[config.mk]
export PLATFORM = sky130hd
export DESIGN_NAME = rom_reader
export DESIGN_NICKNAME = d
export VERILOG_FILES = /design/src/rtl/rom_pkg.sv /design/src/rtl/rom_reader.sv
export SDC_FILE = /design/constraint.sdc
export NUM_CORES = 1
export LEC_CHECK = 0
export CAP_MARGIN = 15
export CELL_PAD_IN_SITES_DETAIL_PLACEMENT = 1
export CELL_PAD_IN_SITES_GLOBAL_PLACEMENT = 1
export CORE_MARGIN = 5
export CORE_UTILIZATION = 35
export CTS_BUF_LIST = sky130_fd_sc_hd__clkbuf_4
export CTS_CLUSTER_DIAMETER = 80
export CTS_CLUSTER_SIZE = 12
export DETAILED_ROUTE_END_ITERATION = 8
export PLACE_DENSITY_LB_ADDON = 0.1
export RECOVER_POWER = 100
export SETUP_SLACK_MARGIN = 0.5
export SYNTH_ARGS = -nofsm -noshare
export SYNTH_HDL_FRONTEND = slang
export SYNTH_SLANG_ARGS = --single-unit
[constraint.sdc]
create_clock -name clk_i -period 2 [get_ports clk_i]
set_input_delay 0.4 -clock clk_i [delete_from_list [all_inputs] [get_ports clk_i]]
set_output_delay 0.4 -clock clk_i [all_outputs]
set_load 0.02 [all_outputs]
[src/rtl/rom_pkg.sv]
// Shared constants and types for the lookup ROM and its sequential reader.
package rom_pkg;

    localparam int unsigned ROM_ADDR_W = 3;
    localparam int unsigned ROM_DATA_W = 8;

    typedef enum logic [1:0] {
        IDLE,
        STREAM,
        DONE
    } rom_reader_state_t;

endpackage

[src/rtl/rom_reader.sv]
// Walks a wrapping ROM address range one word per cycle and streams the words
// out on a registered valid/ready interface, then pulses done.
module rom_reader
    import rom_pkg::*;
#(
    parameter int unsigned ADDR_W = ROM_ADDR_W,
    parameter int unsigned DATA_W = ROM_DATA_W
) (
    input  logic              clk_i,
    input  logic              rst_i,
    input  logic              start_i,
    input  logic [ADDR_W-1:0] start_addr_i,
    input  logic [ADDR_W:0]   count_i,
    output logic [ADDR_W-1:0] rom_addr_o,
    input  logic [DATA_W-1:0] rom_data_i,
    output logic              out_valid_o,
    input  logic              out_ready_i,
    output logic [DATA_W-1:0] out_data_o,
    output logic              out_last_o,
    output logic              busy_o,
    output logic              done_o
);

    localparam logic [ADDR_W:0] RemOne = {{ADDR_W{1'b0}}, 1'b1};

    rom_reader_state_t state_q, state_d;
    logic [ADDR_W-1:0] cur_addr_q, cur_addr_d;
    logic [ADDR_W:0]   rem_q, rem_d;
    logic [DATA_W-1:0] out_data_q, out_data_d;
    logic              out_valid_q, out_valid_d;
    logic              out_last_q, out_last_d;
    logic              load;
    logic              accept;

    // Refill the output register whenever it is empty or being drained this cycle.
    assign load   = (rem_q != '0) && (!out_valid_q || out_ready_i);
    assign accept = out_valid_q && out_ready_i;

    always_comb begin
        state_d     = state_q;
        cur_addr_d  = cur_addr_q;
        rem_d       = rem_q;
        out_data_d  = out_data_q;
        out_valid_d = out_valid_q;
        out_last_d  = out_last_q;
        unique case (state_q)
            IDLE: begin
                if (start_i) begin
                    if (count_i != '0) begin
                        cur_addr_d = start_addr_i;
                        rem_d      = count_i;
                        state_d    = STREAM;
                    end else begin
                        state_d = DONE;
                    end
                end
            end
            STREAM: begin
                if (load) begin
                    out_data_d  = rom_data_i;
                    out_valid_d = 1'b1;
                    out_last_d  = (rem_q == RemOne);
                    cur_addr_d  = cur_addr_q + 1'b1;
                    rem_d       = rem_q - 1'b1;
                end else if (accept) begin
                    out_valid_d = 1'b0;
                    out_last_d  = 1'b0;
                    if (out_last_q) begin
                        state_d = DONE;
                    end
                end
            end
            DONE: begin
                state_d = IDLE;
            end
            default: begin
                state_d = IDLE;
            end
        endcase
    end

    always_ff @(posedge clk_i or posedge rst_i) begin
        if (rst_i) begin
            state_q     <= IDLE;
            cur_addr_q  <= '0;
            rem_q       <= '0;
            out_data_q  <= '0;
            out_valid_q <= 1'b0;
            out_last_q  <= 1'b0;
        end else begin
            state_q     <= state_d;
            cur_addr_q  <= cur_addr_d;
            rem_q       <= rem_d;
            out_data_q  <= out_data_d;
            out_valid_q <= out_valid_d;
            out_last_q  <= out_last_d;
        end
    end

    assign rom_addr_o  = cur_addr_q;
    assign out_valid_o = out_valid_q;
    assign out_data_o  = out_data_q;
    assign out_last_o  = out_last_q;
    assign busy_o      = (state_q != IDLE);
    assign done_o      = (state_q == DONE);

endmodule

==> impl_metrics.env <==
export IMPL_slowest_delay_ns=0.41
export IMPL_power_leakage_nw=0.783
export IMPL_p_sw_frac=0.428
export IMPL_rows=19
export IMPL_synth_net_count=113
export IMPL_critPathTopFamily="buffers and inverters"
export IMPL_grt_usage=0.165
export IMPL_grt_ovfl_total=0
export IMPL_drive_gt1_frac=0.414
export IMPL_worst_setup_path_start_kind="register"
export IMPL_cts_tree="yes"
export IMPL_path_cells="inv_2 > ha_4 > nor3b_1 > buf_6 > nor3_4 > buf_12 > mux2_4"
export IMPL_p_clk_frac=0.068
export IMPL_fin_crit_ns=1.78
export IMPL_hp_class="register to register"
export IMPL_design_area_sq_um=1730
export IMPL_drcViolationCount=0
export IMPL_drt_iter0_drc=39
export IMPL_ios=34
export IMPL_grt_max_degree=20
export IMPL_synth_cell_type_count=33
export IMPL_vias_per_cell=5.44
export IMPL_mostFrequentLayoutCell="dfrtp_1"
export IMPL_clock_sinks=19
export IMPL_hold_viol=0
export IMPL_seq_area_frac_synth=0.487
export IMPL_core_sq_um=2710
export IMPL_gp_congestion=0.765
export IMPL_critPathMaxFanout=8
export IMPL_worstSetupEndpoint="out_data_o[4]$_DFFE_PP0P_"
export IMPL_peakVddDrop_uv=903
export IMPL_htree_num_levels=1
export IMPL_fp_dieW_microns=62.8
export IMPL_grt_pass1_wl_mm=5.28
export IMPL_rr_worst_depth=7
export IMPL_max_freq_ghz=0.561
export IMPL_clkTransAtPathRegs_ns=0.12
export IMPL_avgSynthCellArea_sq_um=10.7
export IMPL_crit_type="register to register"
export IMPL_antenna_found_initial=0
export IMPL_setup_viol=0
export IMPL_slew_headroom=0.264
export IMPL_drt_first_pass_iters=4
export IMPL_dieArea_sq_um=3950
export IMPL_r2r_end="out_data_o[4]$_DFFE_PP0P_"
export IMPL_area_growth_pct=77.3
export IMPL_syn_inst=91
export IMPL_intPower_mw=1.73
export IMPL_status="finished, final reports clean"
export IMPL_nFillCells=280
export IMPL_first_global_vias=1084
export IMPL_cp_arrival_ns=1.98
export IMPL_final_net_count=175
export IMPL_critPathSlowestCell="dfrtp_1"
export IMPL_start_util=0.361
export IMPL_finalClockSkew_ns=0.00494
export IMPL_rsz0062_at_grt="true"
export IMPL_clockBufferDepth=2
export IMPL_finalSetupTns_ns=0
export IMPL_pre_cts_ws_ns=-0.0281
export IMPL_crit_required_ns=2.20
export IMPL_seq_power_share=0.247
export IMPL_die_y_microns=62.8
export IMPL_worst_path_buf_inv=3
export IMPL_ys_ff_latch=19
export IMPL_r2r_slack_ns=0.22
export IMPL_report_final_slew_viol_count=0
export IMPL_synthesis_area_sq_um=977
export IMPL_cap_violations=0
export IMPL_combPwrFrac=0.685
export IMPL_critical_path_depth=7
export IMPL_wire_per_inst_microns=19.7
export IMPL_p_switching_mw=1.29
export IMPL_vias=995
export IMPL_layout_common_cells="18 x dfrtp_1, 15 x clkdlybuf4s50_1, 14 x buf_4"
export IMPL_period_share=0.891
export IMPL_fin_ws_ns=0.217
export IMPL_root_buffer="clkbuf_4"
export IMPL_drtAntennaViolNets=0
export IMPL_dp_hpwl_mm=1.93
export IMPL_placed_area_sq_um=1400
export IMPL_power_density_nw_per_um2=1740
export IMPL_end_kind="register"
export IMPL_worst_slew_pin_slew_ns=1.10
export IMPL_insertedDiodeCount=0
export IMPL_rr_startpoint="rem_q[0]$_DFFE_PP0P_"
export IMPL_ys_warn_count=0
export IMPL_cts_buffers=3
export IMPL_startpoint="rem_q[0]$_DFFE_PP0P_"
export IMPL_clkLatencyLatePin_ns=0.30
export IMPL_totalWireLength_mm=3.61
export IMPL_port_buffers=33
-- what timing repair did --
item                                    4_1_cts  5_1_grt
pin swaps                                     7        9
resized for setup                            51       17
buffers inserted                             13        9
cloned                                        1        0
hold buffers                                  0        0
endpoints found under the setup margin       31       24
-- cell type report --
cell class / instances / area [sq um] / area share
clock inverter: 1 / 5.00 / 0.00289
timing repair buffer: 59 / 546 / 0.315
tap: 31 / 38.8 / 0.0224
sequential: 19 / 477 / 0.275
clock buffer: 3 / 22.5 / 0.0130
inverter: 5 / 18.8 / 0.0108
multi-input combinational: 65 / 626 / 0.361
-- how the worst min path moves through the flow --
stage,startpoint,endpoint,depth (start not counted)
detailed placement,out_data_o[1]$_DFFE_PP0P_,out_data_o[1]$_DFFE_PP0P_,1
global placement,out_data_o[3]$_DFFE_PP0P_,out_data_o[3]$_DFFE_PP0P_,1
finish,out_data_o[1]$_DFFE_PP0P_,out_data_o[1]$_DFFE_PP0P_,1
floorplan,rst_i,out_data_o[0]$_DFFE_PP0P_,1
global route,count_i[1],rem_q[1]$_DFFE_PP0P_,3
CTS,rst_i,rom_addr_o[1]$_DFFE_PP0P_,3
-- cells by family (layout without fill, tap and decap cells) --
kind of cell,Yosys count,in the layout,synth area share
compound gates,25,26,0.161
fa+ha+maj,3,3,0.0384
buf+inv,8,68,0.0397
flops,19,19,0.487
mux,10,10,0.113
simple gates,26,26,0.161
-- through the flow --
stage / total power, mW / hold slack, ns / instances / utilization
after floorplan: 1.65 / 0.351 / 91 / -
after global placement: 2.12 / 0.489 / 156 / 0.515
after detailed placement: 2.17 / 0.500 / 156 / 0.515
after CTS: 2.76 / 0.413 / 174 / 0.611
after global routing: 3.21 / 0.543 / 183 / 0.639
final: 3.02 / 0.524 / 183 / 0.639
-- worst reg2reg max path, delay by kind of cell (launching register included) --
family | cells | cell delay [ns]
simple gates | 2 | 0.39
fa+ha+maj | 1 | 0.14
mux | 1 | 0.31
buf+inv | 3 | 0.43
flops | 1 | 0.41
-- cells in the mapped netlist --
library cell / number / area share
nand3_1: 3 / 0.015
nor3b_2: 1 / 0.013
dfrtp_1: 19 / 0.49
a2bb2oi_2: 1 / 0.015
a21o_1: 1 / 0.0077
nor4_1: 1 / 0.0064
nor3_1: 2 / 0.010
o21ai_1: 1 / 0.0051
nor2b_1: 1 / 0.0064
o32a_1: 1 / 0.010
buf_6: 1 / 0.012
nand2_1: 6 / 0.023
a41oi_1: 1 / 0.0090
o22a_1: 1 / 0.0090
or3b_1: 1 / 0.0090
clkbuf_1: 1 / 0.0038
mux2i_1: 2 / 0.020
or2b_1: 1 / 0.0077
buf_2: 1 / 0.0051
or2_2: 1 / 0.0064
nor3b_1: 1 / 0.0077
o22ai_1: 1 / 0.0064
nand2b_1: 1 / 0.0064
and2b_2: 2 / 0.018
ha_1: 3 / 0.038
o211ai_1: 1 / 0.0077
o21ai_0: 8 / 0.041
a21oi_1: 8 / 0.041
nor3_4: 1 / 0.017
mux2_2: 8 / 0.092
o32ai_1: 1 / 0.0090
inv_1: 5 / 0.019
nor2_1: 4 / 0.015
-- state kept, by name (all words and copies together) (netlist names) --
name         flops
rem_q            4
out_valid_o      1
state_q          2
out_last_o       1
rom_addr_o       3
out_data_o       8
-- power groups by stage --
stage	registers [mW]	logic, mW	clock network, mW
global placement	0.752	1.36	0
floorplan	0.889	0.763	0
finish	0.746	2.07	0.205
detailed placement	0.767	1.41	0
CTS	0.741	1.81	0.208
global route	0.767	2.21	0.233
-- per-layer routing --
| metal | part of all wire | vias to the layer above | global-route usage |
|---|---|---|---|
| li1 | - | 452 | - |
| met1 | 0.44 | 505 | 0.207 |
| met2 | 0.51 | 30 | 0.268 |
| met3 | 0.030 | 8 | 0.0432 |
| met4 | 0.017 | 0 | 0.0663 |
| met5 | 0 | - | 0 |
(Power assumes the default switching activity.)
